### config.mk
export PLATFORM = sky130hd
export DESIGN_NAME = glcd_refresh_ctrl
export DESIGN_NICKNAME = d
export VERILOG_FILES = /design/src/rtl/glcd_pkg.sv /design/src/rtl/glcd_refresh_ctrl_bus_wr.sv /design/src/rtl/glcd_refresh_ctrl.sv
export SDC_FILE = /design/constraint.sdc
export NUM_CORES = 1
export LEC_CHECK = 0
export CAP_MARGIN = 20
export CELL_PAD_IN_SITES_DETAIL_PLACEMENT = 2
export CELL_PAD_IN_SITES_GLOBAL_PLACEMENT = 2
export CORE_UTILIZATION = 35
export CTS_CLUSTER_DIAMETER = 40
export DETAILED_ROUTE_END_ITERATION = 10
export PLACE_DENSITY = 0.86
export SKIP_LAST_GASP = 1
export SLEW_MARGIN = 0
export SYNTH_ARGS = -nofsm -noshare
export SYNTH_HDL_FRONTEND = slang
export SYNTH_HIERARCHICAL = 1
export SYNTH_SLANG_ARGS = --single-unit
### constraint.sdc
create_clock -name clk -period 3.2 [get_ports clk]
set_input_delay 0.64 -clock clk [delete_from_list [all_inputs] [get_ports clk]]
set_output_delay 0.64 -clock clk [all_outputs]
set_load 0.01 [all_outputs]
### src/rtl/glcd_pkg.sv
// rtl/glcd_pkg.sv - shared constants and state types for the graphic LCD refresh controller
package glcd_pkg;

    // KS0108 instruction bytes
    localparam logic [7:0] CMD_DISP_OFF = 8'h3E;
    localparam logic [7:0] CMD_DISP_ON  = 8'h3F;
    localparam logic [7:0] CMD_START    = 8'hC0;
    localparam logic [7:0] CMD_PAGE     = 8'hB8;
    localparam logic [7:0] CMD_YADDR    = 8'h40;

    // Geometry of one controller chip
    localparam int PANEL_COLS  = 64;
    localparam int PANEL_PAGES = 8;

    typedef enum logic [3:0] {
        S_POR_LO,
        S_POR_HI,
        S_INIT_DISP,
        S_INIT_START,
        S_IDLE,
        S_PAGE,
        S_YADDR,
        S_FETCH,
        S_DATA,
        S_DISP
    } state_t;

    typedef enum logic [1:0] {
        WR_IDLE,
        WR_SETUP,
        WR_E_HI,
        WR_E_LO
    } wr_state_t;

endpackage

### src/rtl/glcd_refresh_ctrl_bus_wr.sv
// rtl/glcd_refresh_ctrl_bus_wr.sv - one LCD bus write: SETUP, E_HI, E_LO
//
// Ports:
//   clk, rst_n        clock, asynchronous active-low reset
//   start             begin a write; SETUP is the following cycle
//   rs, data, cs      write attributes, sampled during the SETUP cycle
//   done              high in the last E_LO cycle; a new start may coincide
//   lcd_e/rs/data/cs  panel bus signals
module glcd_bus_wr
    import glcd_pkg::*;
#(
    parameter int NUM_CHIPS = 2,
    parameter int E_CYCLES  = 128
) (
    input  logic                 clk,
    input  logic                 rst_n,
    input  logic                 start,
    input  logic                 rs,
    input  logic [7:0]           data,
    input  logic [NUM_CHIPS-1:0] cs,
    output logic                 done,
    output logic                 lcd_e,
    output logic                 lcd_rs,
    output logic [7:0]           lcd_data,
    output logic [NUM_CHIPS-1:0] lcd_cs
);

    localparam int EW = $clog2(E_CYCLES + 1);
    localparam logic [EW-1:0] E_LAST = EW'(E_CYCLES - 1);

    wr_state_t            st, st_nxt;
    logic [EW-1:0]        cnt;
    logic                 rs_q;
    logic [7:0]           data_q;
    logic [NUM_CHIPS-1:0] cs_q;
    logic                 setup_ph;

    always_ff @(posedge clk or negedge rst_n) begin
        if (!rst_n) begin
            st     <= WR_IDLE;
            cnt    <= '0;
            rs_q   <= 1'b0;
            data_q <= 8'h00;
            cs_q   <= '0;
        end else begin
            st <= st_nxt;
            if (st == WR_E_HI || st == WR_E_LO)
                cnt <= (cnt == E_LAST) ? '0 : cnt + EW'(1);
            else
                cnt <= '0;
            // Data byte comes from a synchronous RAM whose output is only
            // valid in the SETUP cycle, so capture here rather than at start.
            if (setup_ph) begin
                rs_q   <= rs;
                data_q <= data;
                cs_q   <= cs;
            end
        end
    end

    always_comb begin
        st_nxt = st;
        case (st)
            WR_IDLE:  if (start) st_nxt = WR_SETUP;
            WR_SETUP: st_nxt = WR_E_HI;
            WR_E_HI:  if (cnt == E_LAST) st_nxt = WR_E_LO;
            WR_E_LO:  if (cnt == E_LAST) st_nxt = start ? WR_SETUP : WR_IDLE;
            default:  st_nxt = WR_IDLE;
        endcase
    end

    always_comb begin
        setup_ph = (st == WR_SETUP);
        done     = (st == WR_E_LO) && (cnt == E_LAST);
        lcd_e    = (st == WR_E_HI);
        lcd_rs   = setup_ph ? rs   : rs_q;
        lcd_data = setup_ph ? data : data_q;
        lcd_cs   = setup_ph ? cs   : cs_q;
    end

endmodule

### src/rtl/glcd_refresh_ctrl.sv
// rtl/glcd_refresh_ctrl.sv - KS0108-class LCD refresh controller: POR, init, framebuffer streaming
//
// Ports:
//   clk, rst_n                 clock, asynchronous active-low reset
//   frame_start, auto_refresh  frame requests (sampled in IDLE only)
//   disp_en                    display on/off level, applied at init and frame end
//   fb_addr, fb_rd, fb_data    synchronous-read framebuffer port {chip,page,col}
//   busy, frame_done           status
//   lcd_*                      panel bus
module glcd_refresh_ctrl
    import glcd_pkg::*;
#(
    parameter int NUM_CHIPS  = 2,
    parameter int E_CYCLES   = 128,
    parameter int POR_CYCLES = 4096,
    parameter int START_LINE = 0,
    localparam int CW = (NUM_CHIPS > 1) ? $clog2(NUM_CHIPS) : 1
) (
    input  logic                 clk,
    input  logic                 rst_n,
    input  logic                 frame_start,
    input  logic                 auto_refresh,
    input  logic                 disp_en,
    output logic [CW+8:0]        fb_addr,
    output logic                 fb_rd,
    input  logic [7:0]           fb_data,
    output logic                 busy,
    output logic                 frame_done,
    output logic                 lcd_e,
    output logic                 lcd_rs,
    output logic                 lcd_rw,
    output logic [NUM_CHIPS-1:0] lcd_cs,
    output logic                 lcd_rst_n,
    output logic [7:0]           lcd_data
);

    localparam int PMAX = (E_CYCLES > POR_CYCLES) ? E_CYCLES : POR_CYCLES;
    localparam int PW   = $clog2(PMAX + 1);
    localparam logic [PW-1:0] POR_LAST  = PW'(POR_CYCLES - 1);
    localparam logic [CW-1:0] CHIP_LAST = CW'(NUM_CHIPS - 1);
    localparam logic [5:0]    COL_LAST  = 6'(PANEL_COLS - 1);
    localparam logic [2:0]    PAGE_LAST = 3'(PANEL_PAGES - 1);

    state_t               state, state_nxt;
    logic [PW-1:0]        por_cnt;
    logic [5:0]           col;
    logic [2:0]           page;
    logic [CW-1:0]        chip;
    logic                 disp_q;
    logic                 rst_q;
    logic                 wr_start, wr_done, wr_rs;
    logic [7:0]           wr_data;
    logic [NUM_CHIPS-1:0] wr_cs;
    logic                 last_byte;

    assign last_byte = (col == COL_LAST) && (page == PAGE_LAST) && (chip == CHIP_LAST);

    glcd_bus_wr #(
        .NUM_CHIPS (NUM_CHIPS),
        .E_CYCLES  (E_CYCLES)
    ) u_bus_wr (
        .clk      (clk),
        .rst_n    (rst_n),
        .start    (wr_start),
        .rs       (wr_rs),
        .data     (wr_data),
        .cs       (wr_cs),
        .done     (wr_done),
        .lcd_e    (lcd_e),
        .lcd_rs   (lcd_rs),
        .lcd_data (lcd_data),
        .lcd_cs   (lcd_cs)
    );

    always_ff @(posedge clk or negedge rst_n) begin
        if (!rst_n) state <= S_POR_LO;
        else        state <= state_nxt;
    end

    // A write is launched on the cycle that enters its state, so the bus
    // SETUP cycle coincides with the first cycle of that state.
    always_comb begin
        state_nxt = state;
        wr_start  = 1'b0;
        case (state)
            S_POR_LO: if (por_cnt == POR_LAST) state_nxt = S_POR_HI;
            S_POR_HI: if (por_cnt == POR_LAST) begin
                state_nxt = S_INIT_DISP;
                wr_start  = 1'b1;
            end
            S_INIT_DISP: if (wr_done) begin
                state_nxt = S_INIT_START;
                wr_start  = 1'b1;
            end
            S_INIT_START: if (wr_done) state_nxt = S_IDLE;
            S_IDLE: if (frame_start || auto_refresh) begin
                state_nxt = S_PAGE;
                wr_start  = 1'b1;
            end
            S_PAGE: if (wr_done) begin
                state_nxt = S_YADDR;
                wr_start  = 1'b1;
            end
            S_YADDR: if (wr_done) state_nxt = S_FETCH;
            S_FETCH: begin
                state_nxt = S_DATA;
                wr_start  = 1'b1;
            end
            S_DATA: if (wr_done) begin
                if (!last_byte) begin
                    if (col != COL_LAST) begin
                        state_nxt = S_FETCH;
                    end else begin
                        state_nxt = S_PAGE;
                        wr_start  = 1'b1;
                    end
                end else if (disp_q != disp_en) begin
                    state_nxt = S_DISP;
                    wr_start  = 1'b1;
                end else if (auto_refresh) begin
                    state_nxt = S_PAGE;
                    wr_start  = 1'b1;
                end else begin
                    state_nxt = S_IDLE;
                end
            end
            S_DISP: if (wr_done) begin
                if (auto_refresh) begin
                    state_nxt = S_PAGE;
                    wr_start  = 1'b1;
                end else begin
                    state_nxt = S_IDLE;
                end
            end
            default: state_nxt = S_POR_LO;
        endcase
    end

    always_comb begin
        fb_rd      = (state == S_FETCH);
        busy       = (state != S_IDLE);
        frame_done = (state == S_DATA) && wr_done && last_byte;
        wr_rs      = (state == S_DATA);
        wr_cs      = NUM_CHIPS'(1) << chip;
        wr_data    = 8'h00;
        case (state)
            S_INIT_DISP, S_DISP: begin
                wr_data = disp_q ? CMD_DISP_ON : CMD_DISP_OFF;
                wr_cs   = '1;
            end
            S_INIT_START: begin
                wr_data = CMD_START | {2'b00, 6'(START_LINE)};
                wr_cs   = '1;
            end
            S_PAGE:  wr_data = CMD_PAGE | {5'b00000, page};
            S_YADDR: wr_data = CMD_YADDR;
            S_DATA:  wr_data = fb_data;
            default: wr_data = 8'h00;
        endcase
    end

    always_ff @(posedge clk or negedge rst_n) begin
        if (!rst_n) begin
            por_cnt <= '0;
            col     <= '0;
            page    <= '0;
            chip    <= '0;
            disp_q  <= 1'b0;
            rst_q   <= 1'b0;
        end else begin
            if (state == S_POR_LO || state == S_POR_HI)
                por_cnt <= (por_cnt == POR_LAST) ? '0 : por_cnt + PW'(1);
            else
                por_cnt <= '0;
            if (state == S_DATA && wr_done) begin
                col <= col + 6'd1;
                if (col == COL_LAST) begin
                    page <= page + 3'd1;
                    if (page == PAGE_LAST)
                        chip <= (chip == CHIP_LAST) ? '0 : chip + CW'(1);
                end
            end
            if (wr_start && (state_nxt == S_INIT_DISP || state_nxt == S_DISP))
                disp_q <= disp_en;
            rst_q <= (state_nxt != S_POR_LO);
        end
    end

    assign fb_addr   = {chip, page, col};
    assign lcd_rw    = 1'b0;
    assign lcd_rst_n = rst_q;

endmodule

## Word-level counts from Yosys, hierarchy flattened

Index checks and enable logic that the tools add are counted.

- Add/subtract/negate cells: 5
- Equal/unequal tests: 24
- Shift operators: 1
- Mux-type cells: 40
- Reductions and logical operators: 19

Operators with widths:

| operator | number |
|---|---|
| two-way mux 4 bit | 11 |
| one-hot mux 4 bit (10 select lines) | 1 |
| one-hot mux 8 bit (5 select lines) | 1 |
| two-way mux 13 bit | 2 |
| two-way mux 8 bit | 3 |
| equality test 4 x 3 -> 1 bit (second input constant) | 4 |
| two-way mux 1 bit | 14 |
| adder 13 x 1 -> 13 bit (second input constant) | 1 |
| equality test 13 x 12 -> 1 bit (second input constant) | 1 |
| equality test 4 x 2 -> 1 bit (second input constant) | 3 |
| equality test 4 bit (second input constant) | 3 |
| two-way mux 2 bit | 6 |
| adder 8 x 1 -> 8 bit (second input constant) | 1 |
| equality test 8 x 7 -> 1 bit (second input constant) | 1 |
| one-hot mux 2 bit (4 select lines) | 1 |
| adder 6 x 1 -> 6 bit (second input constant) | 1 |
| equality test 6 bit (second input constant) | 1 |
| logical AND 1 bit | 6 |
| != test 2 x 1 -> 1 bit (second input constant) | 3 |
| != test 6 bit (second input constant) | 1 |
| one-hot mux 1 bit (6 select lines) | 1 |
| AND reduction 3 bit | 2 |
| equality test 2 bit (second input constant) | 2 |
| equality test 4 x 1 -> 1 bit (second input constant) | 1 |
| 14 further kinds | 18 |

- Register bits: 50
- Output and inout port bits: 27

## Longest topological paths before layout

Gate-level depths: netlist of the first run.

- Word-level depth: 9
- Mapped depth: 11

## Cells and area by module

Netlist of the first run, hierarchy kept.

Modules (own cells, without submodules):

| module | times used | cells each | area each (um2) | sequential area each (um2) |
|---|---|---|---|---|
| glcd_refresh_ctrl | 1 | 205 | 1934.4 | 725.7 |
| glcd_bus_wr | 1 | 81 | 955.9 | 525.5 |

## Worst setup path before layout of the first run

No wires, ideal clock.

- Kind: reg2reg
- From: register u_bus_wr.cnt[0]
- To: register disp_q
- Setup time: 0.125 ns
- Data arrival time: 2.273 ns
- Path slack: 0.802 ns
- Stages on the path, launching flop included: 11
- Clock period less this slack: 2.398 ns
- Cell sequence: dfrtp_1 ha_1 nand3_1 nor3_1 buf_2 nor3b_1 o21ai_0 o211ai_2 nor4b_4 o221ai_2 mux2_4

- Longest elaborated chain between the ends: 7
- Elaborated cells between the ends (all ways): 17
- Classes of those cells: eq/ne (3); mux (11); reduce/logical (3)

Ends and longest elaborated chain:

| element | line | text |
|---|---|---|
| start, declared | glcd_refresh_ctrl_bus_wr.sv:32 | `logic [EW-1:0] cnt;` |
| start signal, assigned | glcd_refresh_ctrl_bus_wr.sv:48 | `cnt <= (cnt == E_LAST) ? '0 : cnt + EW'(1);` |
| equality test 8 x 7 -> 1 bit * | glcd_refresh_ctrl_bus_wr.sv:74 | `done = (st == WR_E_LO) && (cnt == E_LAST);` |
| logical AND 1 bit * | glcd_refresh_ctrl_bus_wr.sv:74 |  |
| net wr_done | glcd_refresh_ctrl.sv:51 | `logic wr_start, wr_done, wr_rs;` |
| two-way mux 4 bit, or another cell as far along | glcd_refresh_ctrl.sv:127 | `S_DISP: if (wr_done) begin` |
| one-hot mux 4 bit (10 select lines) | glcd_refresh_ctrl.sv:85 | `case (state)` |
| equality test 4 x 2 -> 1 bit / equality test 4 bit (equally long branches) | glcd_refresh_ctrl.sv:183 | `if (wr_start && (state_nxt == S_INIT_DISP \|\| state_nxt == S_DISP))` |
| logical OR 1 bit | glcd_refresh_ctrl.sv:183 |  |
| logical AND 1 bit * | glcd_refresh_ctrl.sv:183 |  |
| end signal, assigned | glcd_refresh_ctrl.sv:184 | `disp_q <= disp_en;` |
| end, declared | glcd_refresh_ctrl.sv:49 | `logic disp_q;` |

Mark *: on every way through the listed nets, which the timed path passes. The rest lies on a longest branch.
A chain may end at the register's enable or synchronous reset.

## Final worst setup path of the first run

- From: register state[0]
- To: output lcd_data[4]

- Longest elaborated chain between the ends: 4
- Elaborated cells between the ends (all ways): 9
- Classes of those cells: eq/ne (6); mux (2); reduce/logical (1)

Ends and longest elaborated chain:

| element | line | text |
|---|---|---|
| start, declared | glcd_refresh_ctrl.sv:44 | `state_t state, state_nxt;` |
| start signal, assigned | glcd_refresh_ctrl.sv:77 | `else state <= state_nxt;` |
| equality test 4 x 2 -> 1 bit / equality test 4 bit (equally long branches) | glcd_refresh_ctrl.sv:146 | `case (state)` |
| OR reduction 2 bit | -- |  |
| one-hot mux 8 bit (5 select lines) * | glcd_refresh_ctrl.sv:146 |  |
| net wr_data[4] | glcd_refresh_ctrl.sv:52 | `logic [7:0] wr_data;` |
| two-way mux 8 bit * | -- |  |
| end, declared | glcd_refresh_ctrl.sv:34 | `output logic [7:0] lcd_data` |

Marks and branches as above.

==> results of run 1 <==
worst max-delay path, delay by kind of cell, from the launching register on:
kind | cells | cell delay [ps]
flops | 1 | 540
buf+inv | 2 | 770
mux | 1 | 210
compound gates | 2 | 330
simple gates | 1 | 270
flip-flops by register name (all words and copies together), names as in the netlist:
signal           flops
col                  6
chip                 1
lcd_rst_n            1
state                4
disp_q               1
u_bus_wr/st          2
u_bus_wr/cnt         8
por_cnt             13
u_bus_wr/cs_q        2
u_bus_wr/data_q      8
page                 3
u_bus_wr/rs_q        1
layer usage:
metal | vias to the layer above | wire length (um) | track usage [%]
met5 | - | 0 | 0
met4 | 0 | 103 | 5.513
met3 | 8 | 240 | 2.545
met2 | 50 | 4435 | 37.38
met1 | 1235 | 3782 | 27.34
li1 | 1097 | - | -
cells in the final DEF, fill, tap and decap left out, types with 5 or more instances in the layout:
cell	count
clkbuf_8	6
mux2_2	13
o21ai_0	10
buf_4	14
a21o_1	5
xnor2_1	12
dfrtp_1	49
ha_1	9
nand3_1	15
nor2b_1	7
a21oi_1	10
xor2_1	10
nand2b_1	6
clkdlybuf4s50_1	37
nor2_1	27
inv_1	6
nand4_1	6
nand2_1	24
per-stage QoR:
stage | cells | setup TNS, ps | worst slack, ps
after floorplan | 286 | 0 | 802.0
after global placement | 421 | 0 | 427.8
after detailed placement | 421 | 0 | 365.7
after CTS | 429 | 0 | 46.41
after global routing | 432 | -29.07 | -29.07
final | 432 | 0 | 129.1
power by group:
group	switching, W	total (W)	leakage (nW)	internal [W]
clock	0.000219	0.000394	0.0482	0.000175
combinational	0.0000185	0.0000321	0.768	0.0000137
sequential	0	0.000631	0.662	0.000631
cells by family after synthesis:
group | Yosys count | share of synthesized area [%]
AOI/OAI and AO/OA | 50 | 12.55
xor gates and xnor gates | 22 | 6.667
adders and majority gates | 9 | 3.896
buffers and inverters | 22 | 4.934
DFF | 50 | 43.29
muxes | 14 | 5.584
other | 1 | 0.1297
and+or+nand+nor | 118 | 22.94
final cells by class:
cell class / instances / area (um^2)
clock inverters: 1 / 5.005
flip-flops and latches: 50 / 1252
repair buffers: 52 / 480.5
fillers: 848 / 4369
clock buffers: 7 / 86.33
inverters: 6 / 22.52
multi-input cells: 214 / 1504
well taps: 102 / 127.6
repair_timing:
action,CTS,global route
setup buffers,0,3
hold buffers,0,0
gates resized for setup,2,1
hold endpoints to repair,0,0
endpoints found under the setup margin,2,3
worst paths after layout:
kind,startpoint,end,cells after the start
hold / removal,rst_n,col[4],1
min in group clk,por_cnt[0],por_cnt[0],1
hold reg to reg,por_cnt[0],por_cnt[0],1
setup / recovery,state[0],lcd_data[4],6
max in group asynchronous,rst_n,u_bus_wr/cnt[6],2
setup reg to reg,u_bus_wr/cnt[0],u_bus_wr/st[1],11
==> flow_metrics.py, run 1 <==
metrics = {
    "grt": {
        "globalRouteOverflowTotal": 0,
        "grt_use_total_pct": 21.21,
        "first_global_vias": 2602,
        "grt_antenna_before_repair": 0,
        "grt_pass1_wl_um": 14100,
        "grt_max_degree": 29,
    },
    "critical_path": {
        "crit_fanout": 10,
        "r2r_slack_ps": 470,
        "end_kind": "output pin",
        "arrival_ps": 2430,
        "crit_type": "flop to output pin",
        "cp-start-kind": "flop",
        "slowest_stage": "dfrtp_1",
        "critical-path-max-stage-delay_ps": 540,
        "worstPathCellList": "buf_4, nor2b_1, a21oi_1, o21ai_0, mux2_2, clkdlybuf4s50_1",
        "required_ps": 2560,
    },
    "clock_tree": {
        "htreeDepth": 2,
        "clk_path_buf_depth": 2,
        "cts_buffers": 5,
        "cts_tree": "yes",
        "cts_root_buffer": "clkbuf_8",
        "clkSinkCount": 50,
        "clk_pin_slew_ps": 100,
        "clk_latency_ps": 310,
    },
    "timing": {
        "rsz0062_at_grt": "true",
        "tightest_slew_ps": 761.0,
        "hold_violations": 0,
        "final-setup-viol-count": 0,
        "post-route-min-period_ps": 3071,
        "skew_ps": 16.53,
        "fin_hold_ws_ps": 284.8,
        "slew_headroom_pct": 48.93,
        "finalCritPeriodShare_pct": 95.96,
        "fmax_ghz": 0.3256,
        "drv_slew": 0,
    },
    "synth": {
        "synth_edf_count": 0,
        "synth_most_common_cell": "dfrtp_1",
        "avgSynthCellArea_um2": 10.11,
        "post_synth_num_cell_types": 52,
        "synth_seq_cells": 50,
        "synthFlopType": "dfrtp_1",
        "synth_top_cell_area_share_pct": 43.29,
        "yosys.area.top_type": "dfrtp_1",
        "synth_cells": 286,
        "synth_top_cells_by_area": "dfrtp_1, mux2_2, ha_1",
        "syn_nets": 308,
        "yosys-top-cells-count": "dfrtp_1, nor2_1, nand2_1",
        "ys_seq_area_share_pct": 43.29,
        "synth-async-reset-ratio_pct": 100.0,
        "netlist_area_mm2": 0.002890,
        "yosysWarningCount": 6,
    },
    "outcome": {
        "status": "finished clean",
    },
    "final_layout": {
        "drive_gt1_share_pct": 15.15,
        "antenna_cells": 0,
        "final_core_util_pct": 44.32,
        "fin_nets": 351,
        "syn_to_final_growth_pct": 20.35,
        "final_area_mm2": 0.003478,
    },
    "floorplanning": {
        "die_w_um": 92.88,
        "rows": 32,
        "die_y_um": 92.88,
        "core-area_mm2": 0.007848,
        "ios": 40,
        "die-area_mm2": 0.008626,
        "start_util_pct": 36.83,
    },
    "placement": {
        "placed_cell_area_mm2": 0.003356,
        "hpwl_um": 5940,
        "place.gp.congestion": 0.7656,
        "io_buffers": 38,
    },
    "detailed_routing": {
        "vias": 2390,
        "drc_errors": 0,
        "drt-vias-per-instance": 5.532,
        "routedWlPerCell_um": 19.82,
        "dr.pass1.iters": 4,
        "routed_wl_um": 8561,
        "initialDrtViolationCount": 91,
        "antenna_left": 0,
    },
    "power": {
        "p_leak_nw": 1.478,
        "total_power_w": 0.001057,
        "p_per_area_mw_per_mm2": 303.9,
        "irDropWorstVdd_mv": 0.1421,
    },
    "worst_hold_path": {
        "hold_class": "input port to async pin",
    },
    "run": {
        "max-cap-violations": 0,
    },
}
Note: power is estimated with default switching activity, not from simulation.
==> run 2: changes to the inputs <==
--- a/config.mk
+++ b/config.mk
@@ -9,4 +9,5 @@
 export CELL_PAD_IN_SITES_DETAIL_PLACEMENT = 2
 export CELL_PAD_IN_SITES_GLOBAL_PLACEMENT = 2
+export CORE_MARGIN = 2
 export CORE_UTILIZATION = 35
 export CTS_CLUSTER_DIAMETER = 40
==> constraint.sdc (replaced) <==
create_clock -name clk -period 3.2 [get_ports clk]
set_input_delay 0.64 -clock clk [delete_from_list [all_inputs] [get_ports clk]]
set_output_delay 0.64 -clock clk [all_outputs]
set_load 0.005 [all_outputs]
==> run 2 against run 1 <==
  * Die area up 4.4%
  * Clock skew increased by 1.5 ps
  * Sequential cell count unchanged
  * Maximum frequency fell by 0.90%
  * Power rose by 6.5%
  * First-iteration DRC count shrank 3.3%
  * Combinational power fell by 3%
  * Highest routed layer unchanged
  * Hold slack improved by 130 ps
  * Count of clock-buffer cells in the layout down 1
  * Routed wire length fell by 9.9%
  * Final cell count down 0.46%
  * Critical path type unchanged
==> flow_metrics.py, run 2 (synthesized netlist as in run 1, its figures left out) <==
metrics = {
    "detailed_routing": {
        "drt-vias-per-instance": 5.321,
        "routedWlPerCell_um": 17.95,
        "dr.pass1.iters": 4,
        "drc_errors": 0,
        "antenna_left": 0,
        "routed_wl_um": 7717,
        "vias": 2288,
        "initialDrtViolationCount": 88,
    },
    "placement": {
        "post-place-ws_ps": 374.8,
        "place_inst": 422,
        "place.gp.congestion": 0.8036,
        "hpwl_um": 5607,
        "io_buffers": 38,
    },
    "clock_tree": {
        "cts_setup_buffers": 0,
        "clkSinkCount": 50,
        "cts_buffers": 5,
        "cts-hold-fix-buffers": 0,
        "htreeDepth": 2,
        "clk_latency_ps": 320,
        "clk_path_buf_depth": 2,
        "cts_tree": "yes",
        "post_cts_resized": 0,
        "cts_root_buffer": "clkbuf_8",
        "clk_pin_slew_ps": 110,
    },
    "critical_path": {
        "end_kind": "output pin",
        "startpoint": "state[0]",
        "arrival_ps": 2460,
        "r2r_slack_ps": 370,
        "worstReg2RegStart": "u_bus_wr/cnt[0]",
        "crit_type": "flop to output pin",
        "reg2reg_depth": 10,
        "worst_r2r_endpoint": "disp_q",
        "required_ps": 2560,
        "critPathCapture": "lcd_data[0]",
        "cp-start-kind": "flop",
        "crit_fanout": 12,
    },
    "outcome": {
        "status": "finished clean",
    },
    "grt": {
        "grt_use_total_pct": 17.92,
        "grt_antenna_before_repair": 0,
        "first_global_vias": 2402,
        "grt_max_degree": 51,
        "grt_pass1_wl_um": 12540,
        "globalRouteOverflowTotal": 0,
    },
    "timing": {
        "finalCritPeriodShare_pct": 96.83,
        "tightest_slew_ps": 764.6,
        "slew_headroom_pct": 48.68,
        "setup_tns_ps": 0,
        "skew_ps": 18.03,
        "post-route-min-period_ps": 3099,
        "fin_ws_ps": 101.4,
        "final-setup-viol-count": 0,
        "rsz0062_at_grt": "true",
        "fmax_ghz": 0.3227,
        "hold_violations": 0,
        "drv_slew": 0,
    },
    "final_layout": {
        "seqCellArea_mm2": 0.001254,
        "stdcell_count": 430,
        "fill_cells": 899,
        "antenna_cells": 0,
        "multiInputGateArea_mm2": 0.001501,
        "final_core_util_pct": 42.78,
        "drive_gt1_share_pct": 13.85,
        "final_cell_mix": "dfrtp_1, clkdlybuf4s50_1, nor2_1",
        "fin_nets": 346,
        "mostFrequentLayoutCell": "dfrtp_1",
        "largest_reg_flops": 13,
        "largest_register": "por_cnt",
        "syn_to_final_growth_pct": 19.78,
        "reg_top3": "por_cnt (13), u_bus_wr/cnt (8), u_bus_wr/data_q (8)",
    },
    "power": {
        "p_per_area_mw_per_mm2": 325.3,
        "irDropWorstVdd_mv": 0.1498,
        "total_power_w": 0.001126,
        "p_leak_nw": 1.455,
    },
    "run": {
        "max-cap-violations": 0,
    },
    "floorplanning": {
        "ios": 40,
        "start_util_pct": 35.71,
        "rows": 33,
        "die-area_mm2": 0.009001,
        "die_y_um": 94.88,
        "core-area_mm2": 0.008093,
        "die_w_um": 94.88,
    },
    "worst_hold_path": {
        "hold_class": "input port to async pin",
    },
}
==> run 2: stage by stage <==
step                      instance area [um^2]  hold WS, ps
after floorplan                           2890        344.4
after global placement                    3344        480.1
after detailed placement                  3344        486.3
after CTS                                 3455        453.6
after global routing                      3462        458.0
final                                     3462        417.2
==> run 2: area by class of cell <==
type | instances | share of cell area, %
sequential | 50 | 36.21
inverter | 6 | 0.6505
timing repair buffer | 47 | 12.79
clock inverter | 2 | 1.084
clock buffer | 6 | 2.096
tap | 105 | 3.795
multi-input combinational | 214 | 43.37
==> run 2: critical path, cell delays in order, from the launching register on <==
cell and delay, ps:
dfrtp_1 550, or4_1 670, o22ai_1 220, mux2_2 200, clkdlybuf4s50_1 500
==> run 2: how the worst min path moves through the flow <==
stage | end | slack, ps | cells after the start
3_3_place_gp | por_cnt[0] | 480 | 1
4_1_cts | page[1] | 450 | 2
5_1_grt | page[1] | 460 | 2
6_report | page[1] | 420 | 2
2_1_floorplan | chip | 340 | 0
3_5_place_dp | u_bus_wr/rs_q | 490 | 1
==> run 2: where the power goes <==
part | internal, W | leakage (nW) | switching (W)
Clock | 0.000234 | 0.0514 | 0.000230
Sequential | 0.000631 | 0.660 | 0
Combinational | 0.0000136 | 0.743 | 0.0000174
Total | 0.000879 | 1.45 | 0.000247
==> run 2: per-layer routing <==
layer | track usage, % | vias to the layer above | wire length, um | share of wire, %
met5 | 0 | - | 0 | 0
met2 | 31.56 | 35 | 4045 | 52
met3 | 2.793 | 7 | 183 | 2.4
met4 | 4.348 | 0 | 78 | 1.0
met1 | 22.99 | 1163 | 3409 | 44
li1 | - | 1083 | - | -
==> run 3: changes to the inputs <==
ABC_CLOCK_PERIOD_IN_PS = 3500   (was unset)
RECOVER_POWER = 25   (was unset)
clock period = 3.5 ns   (was 3.2 ns; I/O delays follow)
==> run 3 against run 2 <==
  * Sequential share of layout area rose by 0.68 points
  * Clock skew is 7.3 ps lower
  * Sequential power is 8.6% lower
  * Largest cell class unchanged
==> flow_metrics.py, run 3 (synthesized netlist as in run 1, its figures left out) <==
metrics = {
    "timing": {
        "rsz0062_at_grt": "false",
        "tightest_slew_ps": 1448,
        "setup_tns_ps": 0,
        "drv_slew": 0,
        "hold_violations": 0,
        "finalCritPeriodShare_pct": 94.11,
        "post-route-min-period_ps": 3294,
        "final-setup-viol-count": 0,
        "fin_ws_ps": 206.1,
        "slew_headroom_pct": 3.484,
        "skew_ps": 10.71,
        "fin_hold_ws_ps": 493.3,
        "fmax_ghz": 0.3036,
    },
    "floorplanning": {
        "die_w_um": 94.88,
        "ios": 40,
        "die_y_um": 94.88,
        "start_util_pct": 35.71,
        "core-area_mm2": 0.008093,
        "rows": 33,
        "die-area_mm2": 0.009001,
    },
    "grt": {
        "globalRouteOverflowTotal": 0,
        "grt_pass1_wl_um": 12990,
        "first_global_vias": 2557,
        "grt_use_total_pct": 18.52,
        "grt_max_degree": 27,
        "grt_antenna_before_repair": 0,
    },
    "critical_path": {
        "cp-start-kind": "flop",
        "critical-path-max-stage-delay_ps": 760,
        "required_ps": 2800,
        "crit_fanout": 19,
        "slowest_stage": "dfrtp_1",
        "worstPathCellList": "nor2b_4, a21o_1, a22oi_1, o21ai_0, mux2_2, clkdlybuf4s50_1",
        "end_kind": "output pin",
        "crit_type": "flop to output pin",
        "arrival_ps": 2590,
    },
    "power": {
        "p_int_w": 0.0007271,
        "irDropWorstVdd_mv": 0.1137,
        "total_power_w": 0.0009279,
        "p_per_area_mw_per_mm2": 273.4,
        "p_leak_nw": 1.422,
        "p_comb_share_pct": 3.1,
        "netSwitchingPower_w": 0.0002008,
        "sequentialPowerShare_pct": 62.2,
        "swShare_pct": 21.64,
        "pwr-share-clk_pct": 34.7,
    },
    "final_layout": {
        "syn_to_final_growth_pct": 17.45,
        "mostFrequentLayoutCell": "dfrtp_1",
        "largest_register": "por_cnt",
        "reg_top3": "por_cnt (13), u_bus_wr/cnt (8), u_bus_wr/data_q (8)",
        "drive_gt1_share_pct": 11.21,
        "antenna_cells": 0,
        "final_area_mm2": 0.003395,
        "largest_reg_flops": 13,
        "fin_nets": 343,
        "final_cell_mix": "dfrtp_1, clkdlybuf4s50_1, nor2_1",
    },
    "detailed_routing": {
        "drt-vias-per-instance": 5.317,
        "drc_errors": 0,
        "vias": 2265,
        "routed_wl_um": 7613,
        "routedWlPerCell_um": 17.87,
        "dr.pass1.iters": 4,
        "initialDrtViolationCount": 46,
        "antenna_left": 0,
    },
    "clock_tree": {
        "cts_root_buffer": "clkbuf_8",
        "cts_buffers": 5,
        "clk_latency_ps": 300,
        "htreeDepth": 2,
        "clk_pin_slew_ps": 90,
        "clkSinkCount": 50,
        "cts_setup_buffers": 0,
        "clk_path_buf_depth": 2,
        "cts_tree": "yes",
    },
    "placement": {
        "placed_cell_area_mm2": 0.003322,
        "post-place-ws_ps": 556.5,
        "hpwl_um": 5798,
        "io_buffers": 38,
        "place.gp.congestion": 0.7902,
    },
    "outcome": {
        "status": "finished clean",
    },
    "worst_hold_path": {
        "hold_class": "flop to flop",
    },
    "run": {
        "max-cap-violations": 0,
    },
}
run 3: cell types whose count changed in the layout (fill, tap and decap cells not counted):
| cell | change |
|---|---|
| clkbuf_1 | +3 |
| dfrtp_1 | +1 |
| clkinvlp_4 | -1 |
| nor3_2 | -1 |
| bufinv_16 | -1 |
| buf_4 | -4 |
| nor3_1 | +1 |
| dfrtp_2 | -1 |
| buf_2 | -1 |
run 3: critical path: cells and delay by family, from the launching register on:
| kind | cells | cell delay (ps) |
|---|---|---|
| AO/OA/AOI/OAI | 3 | 440 |
| buffers and inverters | 1 | 500 |
| flip-flops | 1 | 760 |
| multiplexers | 1 | 210 |
| AND/OR/NAND/NOR | 1 | 380 |
run 3: area by class of cell:
class | count | area, um^2
clock buffers | 7 | 76.32
fillers | 897 | 4698
inverters | 6 | 22.52
multi-input cells | 214 | 1496
flip-flops and latches | 50 | 1252
well taps | 105 | 131.4
repair buffers | 44 | 415.4
run 3: path summary, 6_finish.rpt:
path | end | slack, ps | cells after the start | startpoint
worst max-delay path | lcd_data[1] | 210 | 6 | state[2]
worst min-delay path | por_cnt[0] | 490 | 1 | por_cnt[0]
worst max register to register | disp_q | 610 | 10 | u_bus_wr/cnt[0]
worst min register to register | por_cnt[0] | 490 | 1 | por_cnt[0]
max in group asynchronous | u_bus_wr/cnt[5] | 790 | 2 | rst_n
min in group asynchronous | page[0] | 720 | 1 | rst_n
run 3: power groups by stage:
stage / logic (W) / clock network [W] / registers [W]
6_report: 0.0000285 / 0.000322 / 0.000577
5_1_grt: 0.0000320 / 0.000361 / 0.000577
4_1_cts: 0.0000306 / 0.000339 / 0.000577
3_5_place_dp: 0.0000303 / 0 / 0.000589
3_3_place_gp: 0.0000300 / 0 / 0.000589
2_1_floorplan: 0.00000224 / 0 / 0.000589
run 3: layer usage:
| metal | global-route usage [%] | share of wire, % | vias up |
|---|---|---|---|
| met5 | 0 | 0 | - |
| met4 | 4.348 | 0.75 | 0 |
| met3 | 3.033 | 2.5 | 4 |
| met2 | 34.16 | 53 | 31 |
| met1 | 22.41 | 43 | 1154 |
| li1 | - | - | 1076 |
run 3: metrics by stage:
stage	cells	util, %
floorplan	286	-
global placement	419	41.05
detailed placement	419	41.05
CTS	426	41.99
global route	426	41.95
finish	426	41.95
run 3: repair_timing:
action                                 in CTS  in global routing
endpoints found under the hold margin       0                  0
setup endpoints to repair                   0                  1
resized for setup                           0                  1
hold buffers                                0                  0
